<file path="config.mk">
export PLATFORM = sky130hd
export DESIGN_NAME = mmio_uart_tx
export DESIGN_NICKNAME = d
export VERILOG_FILES = /design/src/rtl/mmio_pkg.sv /design/src/rtl/sync_fifo.sv /design/src/rtl/mmio_uart_tx.sv
export SDC_FILE = /design/constraint.sdc
export NUM_CORES = 1
export LEC_CHECK = 0
export BUFFER_PORTS_ARGS = -buffer_cell sky130_fd_sc_hd__buf_2
export CAP_MARGIN = 20
export CORE_MARGIN = 1.5
export CORE_UTILIZATION = 54
export CTS_BUF_LIST = sky130_fd_sc_hd__clkbuf_16
export CTS_CLUSTER_DIAMETER = 40
export DETAILED_ROUTE_END_ITERATION = 8
export HOLD_SLACK_MARGIN = 0.15
export PLACE_DENSITY = 0.8
export SETUP_SLACK_MARGIN = 0.3
export SLEW_MARGIN = 25
export SYNTH_ARGS = -nofsm -noshare
export SYNTH_HDL_FRONTEND = slang
export SYNTH_HIERARCHICAL = 1
export SYNTH_SLANG_ARGS = --single-unit
export TNS_END_PERCENT = 30
</file>
<file path="constraint.sdc">
create_clock -name clk -period 3.82 [get_ports clk]
set_input_delay 0.191 -clock clk [delete_from_list [all_inputs] [get_ports clk]]
set_output_delay 0.191 -clock clk [all_outputs]
set_load 0.03 [all_outputs]
</file>
<file path="src/rtl/mmio_pkg.sv">
// Shared definitions for the memory-mapped UART transmitter: register
// offsets within the 3-word window, STATUS bit positions and FSM states.
package mmio_pkg;

    localparam logic [31:0] TXDATA_OFS = 32'h0000_0000;
    localparam logic [31:0] STATUS_OFS = 32'h0000_0004;
    localparam logic [31:0] DONE_OFS   = 32'h0000_0008;

    localparam int ST_FULL      = 0;
    localparam int ST_EMPTY     = 1;
    localparam int ST_BUSY      = 2;
    localparam int ST_OVF       = 3;
    localparam int ST_COUNT_LSB = 8;
    localparam int ST_COUNT_W   = 4;

    typedef enum logic [1:0] {
        IDLE  = 2'd0,
        START = 2'd1,
        DATA  = 2'd2,
        STOP  = 2'd3
    } tx_state_t;

endpackage

</file>
<file path="src/rtl/sync_fifo.sv">
// Single-clock FIFO with power-of-two depth. Pointers wrap naturally at
// DEPTH; count is wide enough to hold DEPTH itself so full is unambiguous.
// The caller only pushes when there is room (or a pop happens in the same
// cycle) and only pops when non-empty.
module sync_fifo #(
    parameter int WIDTH = 8,
    parameter int DEPTH = 8
) (
    input  logic                         clk,
    input  logic                         reset,
    input  logic                         push,
    input  logic                         pop,
    input  logic [WIDTH-1:0]             wdata,
    output logic [WIDTH-1:0]             rdata,
    output logic                         full,
    output logic                         empty,
    output logic [$clog2(DEPTH+1)-1:0]   count
);

    localparam int AW = $clog2(DEPTH);
    localparam int CW = $clog2(DEPTH + 1);

    logic [WIDTH-1:0] mem [DEPTH];
    logic [AW-1:0]    wr_ptr;
    logic [AW-1:0]    rd_ptr;

    // Storage array; no reset needed since count gates what is visible.
    always_ff @(posedge clk) begin
        if (push) begin
            mem[wr_ptr] <= wdata;
        end
    end

    // Pointer and occupancy bookkeeping.
    always_ff @(posedge clk or posedge reset) begin
        if (reset) begin
            wr_ptr <= '0;
            rd_ptr <= '0;
            count  <= '0;
        end else begin
            if (push) begin
                wr_ptr <= wr_ptr + AW'(1);
            end
            if (pop) begin
                rd_ptr <= rd_ptr + AW'(1);
            end
            if (push && !pop) begin
                count <= count + CW'(1);
            end else if (pop && !push) begin
                count <= count - CW'(1);
            end
        end
    end

    assign rdata = mem[rd_ptr];
    assign full  = (count == CW'(DEPTH));
    assign empty = (count == '0);

endmodule

</file>
<file path="src/rtl/mmio_uart_tx.sv">
// Memory-mapped UART transmitter: a CPU store to TXDATA queues a byte, a
// four-state FSM serialises queued bytes as 8N1 frames back to back, STATUS
// reports FIFO/FSM state with a sticky overflow, and DONE latches a
// simulation-complete flag plus code.
module mmio_uart_tx
    import mmio_pkg::*;
#(
    parameter logic [31:0] BASE_ADDR    = 32'h0000_0400,
    parameter int          CLKS_PER_BIT = 4,
    parameter int          FIFO_DEPTH   = 8
) (
    input  logic        clk,
    input  logic        reset,
    input  logic        MemWrite,
    input  logic [31:0] DataAdr,
    input  logic [31:0] WriteData,
    output logic [31:0] ReadData,
    output logic        tx,
    output logic        Done,
    output logic [31:0] DoneCode
);

    localparam int TW = $clog2(CLKS_PER_BIT);
    localparam int CW = $clog2(FIFO_DEPTH + 1);

    logic          hit_tx;
    logic          hit_status;
    logic          hit_done;
    logic          wr_tx;
    logic          push;
    logic          pop;
    logic          ovf_set;
    logic          overflow;
    logic [7:0]    fifo_head;
    logic          fifo_full;
    logic          fifo_empty;
    logic [CW-1:0] fifo_count;
    logic [31:0]   status_word;

    tx_state_t     state;
    tx_state_t     state_next;
    logic [TW-1:0] bit_timer;
    logic [TW-1:0] bit_timer_next;
    logic [2:0]    bit_idx;
    logic [2:0]    bit_idx_next;
    logic [7:0]    shift_reg;
    logic [7:0]    shift_next;
    logic          last_tick;

    assign hit_tx     = (DataAdr == BASE_ADDR + TXDATA_OFS);
    assign hit_status = (DataAdr == BASE_ADDR + STATUS_OFS);
    assign hit_done   = (DataAdr == BASE_ADDR + DONE_OFS);

    // A push into a full FIFO is still accepted if the FSM pops that cycle.
    assign wr_tx   = MemWrite && hit_tx;
    assign push    = wr_tx && (!fifo_full || pop);
    assign ovf_set = wr_tx && fifo_full && !pop;

    sync_fifo #(
        .WIDTH(8),
        .DEPTH(FIFO_DEPTH)
    ) u_fifo (
        .clk   (clk),
        .reset (reset),
        .push  (push),
        .pop   (pop),
        .wdata (WriteData[7:0]),
        .rdata (fifo_head),
        .full  (fifo_full),
        .empty (fifo_empty),
        .count (fifo_count)
    );

    // Sticky overflow; a drop in the same cycle as a STATUS write wins.
    always_ff @(posedge clk or posedge reset) begin
        if (reset) begin
            overflow <= 1'b0;
        end else if (ovf_set) begin
            overflow <= 1'b1;
        end else if (MemWrite && hit_status) begin
            overflow <= 1'b0;
        end
    end

    // DONE store latches the code every time but raises Done only once.
    always_ff @(posedge clk or posedge reset) begin
        if (reset) begin
            Done     <= 1'b0;
            DoneCode <= '0;
        end else if (MemWrite && hit_done) begin
            Done     <= 1'b1;
            DoneCode <= WriteData;
        end
    end

    // Transmit FSM state, bit-timer, bit index and shift register.
    always_ff @(posedge clk or posedge reset) begin
        if (reset) begin
            state     <= IDLE;
            bit_timer <= '0;
            bit_idx   <= '0;
            shift_reg <= '0;
        end else begin
            state     <= state_next;
            bit_timer <= bit_timer_next;
            bit_idx   <= bit_idx_next;
            shift_reg <= shift_next;
        end
    end

    assign last_tick = (bit_timer == TW'(CLKS_PER_BIT - 1));

    // Next-state logic, FIFO pop and serial line drive.
    always_comb begin
        state_next     = state;
        bit_timer_next = bit_timer;
        bit_idx_next   = bit_idx;
        shift_next     = shift_reg;
        pop            = 1'b0;
        tx             = 1'b1;
        case (state)
            IDLE: begin
                if (!fifo_empty) begin
                    pop            = 1'b1;
                    shift_next     = fifo_head;
                    bit_timer_next = '0;
                    state_next     = START;
                end
            end
            START: begin
                tx = 1'b0;
                if (last_tick) begin
                    bit_timer_next = '0;
                    bit_idx_next   = '0;
                    state_next     = DATA;
                end else begin
                    bit_timer_next = bit_timer + TW'(1);
                end
            end
            DATA: begin
                tx = shift_reg[bit_idx];
                if (last_tick) begin
                    bit_timer_next = '0;
                    if (bit_idx == 3'd7) begin
                        bit_idx_next = '0;
                        state_next   = STOP;
                    end else begin
                        bit_idx_next = bit_idx + 3'd1;
                    end
                end else begin
                    bit_timer_next = bit_timer + TW'(1);
                end
            end
            STOP: begin
                if (last_tick) begin
                    bit_timer_next = '0;
                    if (!fifo_empty) begin
                        pop        = 1'b1;
                        shift_next = fifo_head;
                        state_next = START;
                    end else begin
                        state_next = IDLE;
                    end
                end else begin
                    bit_timer_next = bit_timer + TW'(1);
                end
            end
            default: begin
                state_next = IDLE;
            end
        endcase
    end

    // STATUS word assembly; unused bits read as zero.
    always_comb begin
        status_word = '0;
        status_word[ST_FULL]  = fifo_full;
        status_word[ST_EMPTY] = fifo_empty;
        status_word[ST_BUSY]  = (state != IDLE);
        status_word[ST_OVF]   = overflow;
        status_word[ST_COUNT_LSB +: ST_COUNT_W] = ST_COUNT_W'(fifo_count);
    end

    assign ReadData = hit_status ? status_word : 32'h0;

endmodule

</file>
==> results of run 1 <==
==> final timing paths <==
kind | to | slack [ns] | depth (start not counted)
max reg2reg | u_fifo/count[3]$_DFFE_PP0P_ | 0.62 | 11
min | u_fifo/rd_ptr[2]$_DFFE_PP0P_ | 0.34 | 3
max | u_fifo/count[3]$_DFFE_PP0P_ | 0.62 | 11
min in group clk | u_fifo/wr_ptr[0]$_DFFE_PP0P_ | 0.42 | 4
min reg2reg | DoneCode[20]$_DFFE_PP0P_ | 0.49 | 1
max in group asynchronous | DoneCode[5]$_DFFE_PP0P_ | 2.82 | 3
==> synthesized netlist by cell type, types with 5 or more instances <==
cell type   n  share of area
edfxtp_1   64           0.35
and2_1      7         0.0079
nor4_1      8         0.0090
nand2_1    10         0.0068
inv_1       9         0.0061
mux4_1     16          0.076
a21oi_1     5         0.0045
buf_4      24          0.033
nor3_1      7         0.0063
nor2_1     11         0.0075
dfrtp_1    59           0.27
mux2_2     52           0.11
ha_1       13          0.029
==> logic make-up after synthesis <==
family | count (synthesis) | share of synthesized area
other cells | 1 | 0.000677
xor+xnor | 6 | 0.00949
fa+ha+maj | 14 | 0.0330
compound gates | 19 | 0.0246
simple gates | 66 | 0.0678
mux | 74 | 0.197
flops | 123 | 0.613
buf+inv | 43 | 0.0540
==> per-layer routing <==
metal	track usage	vias to the layer above	part of all wire
li1	-	1606	-
met1	0.264	1678	0.38
met2	0.413	161	0.53
met3	0.0689	25	0.068
met4	0.0942	0	0.019
met5	0	-	0
==> timing repair <==
item / CTS / global route
resized for setup: 0 / 1
hold buffers: 35 / 0
endpoints found under the hold margin: 153 / 0
setup endpoints to repair: 0 / 1
==> power breakdown <==
part	total [mW]	leakage [nW]	internal (mW)	switching, mW
Combinational	0.119	1.55	0.0487	0.0701
Clock	1.71	0.312	1.13	0.577
Sequential	1.40	1.35	1.40	0.00000000397
==> final cells by class <==
type / count / area [um2] / share of cell area
sequential: 123 / 3400 / 0.476
multi-input combinational: 203 / 1930 / 0.271
timing repair buffer: 153 / 966 / 0.135
clock buffer: 18 / 450 / 0.0631
clock inverter: 14 / 190 / 0.0266
tap: 133 / 166 / 0.0233
inverter: 9 / 35.0 / 0.00491
==> tightest hold or removal path, cell delays in order <==
cell and delay, ns:
dlygate4sd3_1 0.53, buf_2 0.13, inv_1 0.31
==> flow_metrics.py, run 1 <==
metrics = {
    "synthesis": {
        "synth_area_mm2": 0.00554,
        "ys_seq_elements": 123,
        "synthArstFlopShare": 0.480,
        "synth-edff-count": 64,
        "synth_cell_type_count": 50,
        "syn_avg_cell_area_um2": 16.0,
        "yosys_warnings": 6,
        "netlist_instances": 346,
        "synthFlopType": "edfxtp_1",
        "seq_area_frac_synth": 0.613,
    },
    "placed_design": {
        "place_congestion": 0.769,
        "place_ws_ns": 0.648,
        "place_hpwl_um": 7080,
        "placedCellCount": 586,
        "place_area_mm2": 0.00614,
        "port-buffer-count": 108,
    },
    "worst_setup_path": {
        "critPathMaxFanout": 8,
        "path_class": "flop to flop",
        "timing.rr.start": "state[0]$_DFFE_PP0P_",
        "end_kind": "flop",
        "max_stage_delay_ns": 0.48,
        "worstPathArrival_ns": 3.47,
        "cp.buffers_inverters": 2,
        "crit_chain": "inv_1 > ha_1 > a21oi_1 > o31ai_1 > and3_2 > ha_1 > inv_1 > ha_1 > or4_1 > nand3_1 > o211ai_1",
        "crit_top_cell": "ha_1",
        "cp_data_required_time_ns": 4.09,
        "startpoint_type": "flop",
        "path_delay_family": "adder cells",
        "slowest_stage": "or4_1",
        "crit_start": "state[0]$_DFFE_PP0P_",
    },
    "timing": {
        "timing.final.hold_violations": 0,
        "setup_slack_ns": 0.618,
        "rsz0062_at_grt": "no",
        "fin_crit_ns": 3.20,
        "hold_ws_ns": 0.339,
        "fmax_mhz": 312,
        "clock_skew_ns": 0.0102,
        "tightest_slew_ns": 0.927,
        "finalCritPeriodShare": 0.838,
        "setup_viol": 0,
        "relSlewSlack": 0.376,
        "final-max-slew-violation-count": 0,
        "finalSetupTns_ns": 0,
    },
    "floorplan": {
        "core_mm2": 0.00986,
        "dieArea_mm2": 0.0109,
        "num_rows": 36,
        "initial_core_util": 0.562,
        "die_x_um": 104,
        "ioPinCount": 133,
        "die_h_um": 104,
    },
    "routing": {
        "ant_nets": 0,
        "wl_um": 11900,
        "dr.first_iter.drc_count": 201,
        "wire_per_inst_um": 18.2,
        "drt-pass1-iter-count": 5,
        "num_vias": 3470,
        "drc": 0,
        "viasPerCell": 5.31,
    },
    "finish": {
        "final_common_cell": "buf_2",
        "n_antenna_cell": 0,
        "final_cell_mix": "buf_2, edfxtp_1, dfrtp_1",
        "nets": 588,
        "fin_util": 0.723,
        "final_area_mm2": 0.00714,
        "fill_cells": 599,
        "largest_reg_flops": 64,
        "area_growth_pct": 28.8,
        "drive_gt1_frac": 0.404,
        "finalNonFillerCells": 653,
    },
    "grt": {
        "antenna_found_initial": 0,
        "grt_pass1_vias": 3695,
        "grt_start_max_net_pins": 50,
        "grt-ovfl-total": 0,
        "grt_usage": 0.233,
        "grt_pass1_wl_um": 18800,
    },
    "power_and_ir_drop": {
        "p_leak_nw": 3.21,
        "finalPower_mw": 3.22,
        "worst_ir_drop_vdd_mv": 0.487,
        "cellPowerDensity_mw_per_mm2": 452,
    },
    "clock_network": {
        "cts_sinks": 123,
        "clock_latency_ns": 0.41,
        "root_buffer": "clkbuf_16",
        "clk_pin_slew_worst_paths_ns": 0.06,
        "clock_path_buffers": 2,
        "cts_made_buffers": 17,
        "cts_tree": "built",
        "cts_setup_buffers": 0,
        "htreeDepth": 4,
    },
    "min_path": {
        "hold_class": "input pin to async pin",
    },
    "run": {
        "maxCapViolCount": 0,
    },
    "outcome": {
        "status": "completed",
    },
}
Note: power is estimated with default switching activity, not from simulation.
==> run 2, diff against run 1 <==
--- a/config.mk
+++ b/config.mk
@@ -8,12 +8,12 @@
 export BUFFER_PORTS_ARGS = -buffer_cell sky130_fd_sc_hd__buf_2
 export CAP_MARGIN = 20
 export CORE_MARGIN = 1.5
-export CORE_UTILIZATION = 54
+export CORE_UTILIZATION = 48
 export CTS_BUF_LIST = sky130_fd_sc_hd__clkbuf_16
 export CTS_CLUSTER_DIAMETER = 40
 export DETAILED_ROUTE_END_ITERATION = 8
 export HOLD_SLACK_MARGIN = 0.15
-export PLACE_DENSITY = 0.8
+export PLACE_DENSITY = 0.76
 export SETUP_SLACK_MARGIN = 0.3
 export SLEW_MARGIN = 25
 export SYNTH_ARGS = -nofsm -noshare
==> constraint.sdc (replaced) <==
create_clock -name clk -period 2.8 [get_ports clk]
set_input_delay 0.14 -clock clk [delete_from_list [all_inputs] [get_ports clk]]
set_output_delay 0.14 -clock clk [all_outputs]
set_load 0.03 [all_outputs]
==> flow_metrics.py, run 2 (synthesized netlist as in run 1, its figures left out) <==
metrics = {
    "outcome": {
        "status": "completed",
    },
    "timing": {
        "finalSetupTns_ns": 0,
        "fin_crit_ns": 2.39,
        "final-max-slew-violation-count": 0,
        "setup_viol": 0,
        "fmax_mhz": 418,
        "relSlewSlack": 0.492,
        "rsz0062_at_grt": "no",
        "clock_skew_ns": 0.0109,
        "setup_slack_ns": 0.407,
        "tightest_slew_ns": 0.757,
        "timing.final.hold_violations": 0,
        "finalCritPeriodShare": 0.855,
    },
    "worst_setup_path": {
        "path_class": "flop to flop",
        "cp_data_required_time_ns": 3.11,
        "startpoint_type": "flop",
        "critPathMaxFanout": 6,
        "max_stage_delay_ns": 0.40,
        "reg2reg_depth": 10,
        "worstPathArrival_ns": 2.71,
        "crit_top_cell": "ha_4",
        "slowest_stage": "dfrtp_1",
        "crit_chain": "inv_2 > ha_4 > o31ai_4 > and3_4 > ha_4 > inv_4 > ha_4 > a21oi_2 > a2111o_1 > o211ai_1",
        "end_kind": "flop",
    },
    "floorplan": {
        "die_h_um": 110,
        "initial_core_util": 0.489,
        "die_x_um": 110,
        "core_mm2": 0.0113,
        "num_rows": 39,
        "ioPinCount": 133,
        "dieArea_mm2": 0.0122,
    },
    "placed_design": {
        "place_congestion": 0.784,
        "port-buffer-count": 108,
        "place_hpwl_um": 7200,
        "place_ws_ns": 0.0911,
    },
    "finish": {
        "nets": 601,
        "final_cell_mix": "buf_2, edfxtp_1, dfrtp_1",
        "n_antenna_cell": 0,
        "area_growth_pct": 32.2,
        "drive_gt1_frac": 0.443,
        "fill_cells": 795,
        "largest_reg_flops": 64,
        "final_common_cell": "buf_2",
    },
    "clock_network": {
        "cts_sinks": 123,
        "root_buffer": "clkbuf_16",
        "htreeDepth": 4,
        "cts_made_buffers": 17,
        "cts_tree": "built",
        "clock_latency_ns": 0.40,
        "clk_pin_slew_worst_paths_ns": 0.06,
        "clock_path_buffers": 2,
    },
    "power_and_ir_drop": {
        "worst_ir_drop_vdd_mv": 0.493,
        "cellPowerDensity_mw_per_mm2": 585,
        "p_leak_nw": 3.25,
    },
    "routing": {
        "num_vias": 3552,
        "drt-pass1-iter-count": 4,
        "ant_nets": 0,
        "drc": 0,
        "wl_um": 11700,
        "dr.first_iter.drc_count": 144,
        "wire_per_inst_um": 17.4,
        "viasPerCell": 5.25,
    },
    "min_path": {
        "hold_class": "input pin to async pin",
    },
    "grt": {
        "antenna_found_initial": 0,
        "grt_usage": 0.202,
        "grt_start_max_net_pins": 50,
        "grt-ovfl-total": 0,
        "grt_pass1_wl_um": 19000,
        "grt_pass1_vias": 3718,
    },
    "run": {
        "maxCapViolCount": 0,
    },
}
==> run 2: cell count changes in the layout (fill, tap and decap cells not counted), moves of 4 or more <==
cell | before | now
ha_4 | 0 | 4
ha_1 | 13 | 9
buf_4 | 10 | 23
clkinv_2 | 5 | 1
==> run 2: worst paths after layout <==
check	start	to	slack [ns]
hold / removal	reset	u_fifo/wr_ptr[0]$_DFFE_PP0P_	0.30
max in group asynchronous	reset	DoneCode[28]$_DFFE_PP0P_	1.98
setup reg to reg	state[1]$_DFFE_PP0P_	u_fifo/count[3]$_DFFE_PP0P_	0.41
hold reg to reg	Done$_DFFE_PP0P_	Done$_DFFE_PP0P_	0.46
setup / recovery	state[1]$_DFFE_PP0P_	u_fifo/count[3]$_DFFE_PP0P_	0.41
min in group clk	DataAdr[3]	u_fifo/wr_ptr[0]$_DFFE_PP0P_	0.43
==> run 2: stage by stage <==
stage	area (um2)	power [mW]	cells	utilization	hold slack [ns]
after floorplan	5680	2.03	369	-	-0.0198
after global placement	6250	2.06	602	0.552	0.151
after detailed placement	6260	2.07	602	0.553	0.170
after CTS	7260	4.33	674	0.642	0.286
after global routing	7320	4.42	676	0.647	0.344
final	7320	4.28	676	0.647	0.304
==> run 2: cell type report <==
type / instances / area (um2) / share of cell area
clock buffers: 17 / 425 / 0.0581
clock inverters: 15 / 174 / 0.0237
inverters: 9 / 38.8 / 0.00530
multi-input cells: 203 / 2040 / 0.279
flip-flops and latches: 123 / 3400 / 0.464
well taps: 143 / 179 / 0.0244
repair buffers: 166 / 1060 / 0.145
==> run 2: timing repair <==
action                     CTS  global route
pin swaps                    2             5
hold endpoints to repair   156             0
buffers inserted             5             2
resized for setup            5             9
hold buffers                35             0
setup endpoints to repair    2             1
==> run 2: per-layer routing <==
metal | GRT usage | part of all wire
met5 | 0 | 0
met4 | 0.0735 | 0.015
met3 | 0.0499 | 0.039
met2 | 0.351 | 0.53
met1 | 0.246 | 0.42
==> run 2: report_power, final <==
| group | internal [mW] | switching, mW | leakage [nW] |
|---|---|---|---|
| sequential | 1.91 | 0.00000000517 | 1.34 |
| combinational | 0.0665 | 0.0955 | 1.62 |
| clock | 1.40 | 0.817 | 0.290 |
| total | 3.37 | 0.913 | 3.25 |
==> run 2: worst max-delay path: cells and delay by family (launching register included) <==
kind | cells | cell delay (ns)
compound gates | 4 | 0.80
simple gates | 1 | 0.25
buf+inv | 2 | 0.16
flops | 1 | 0.40
fa+ha+maj | 3 | 0.70
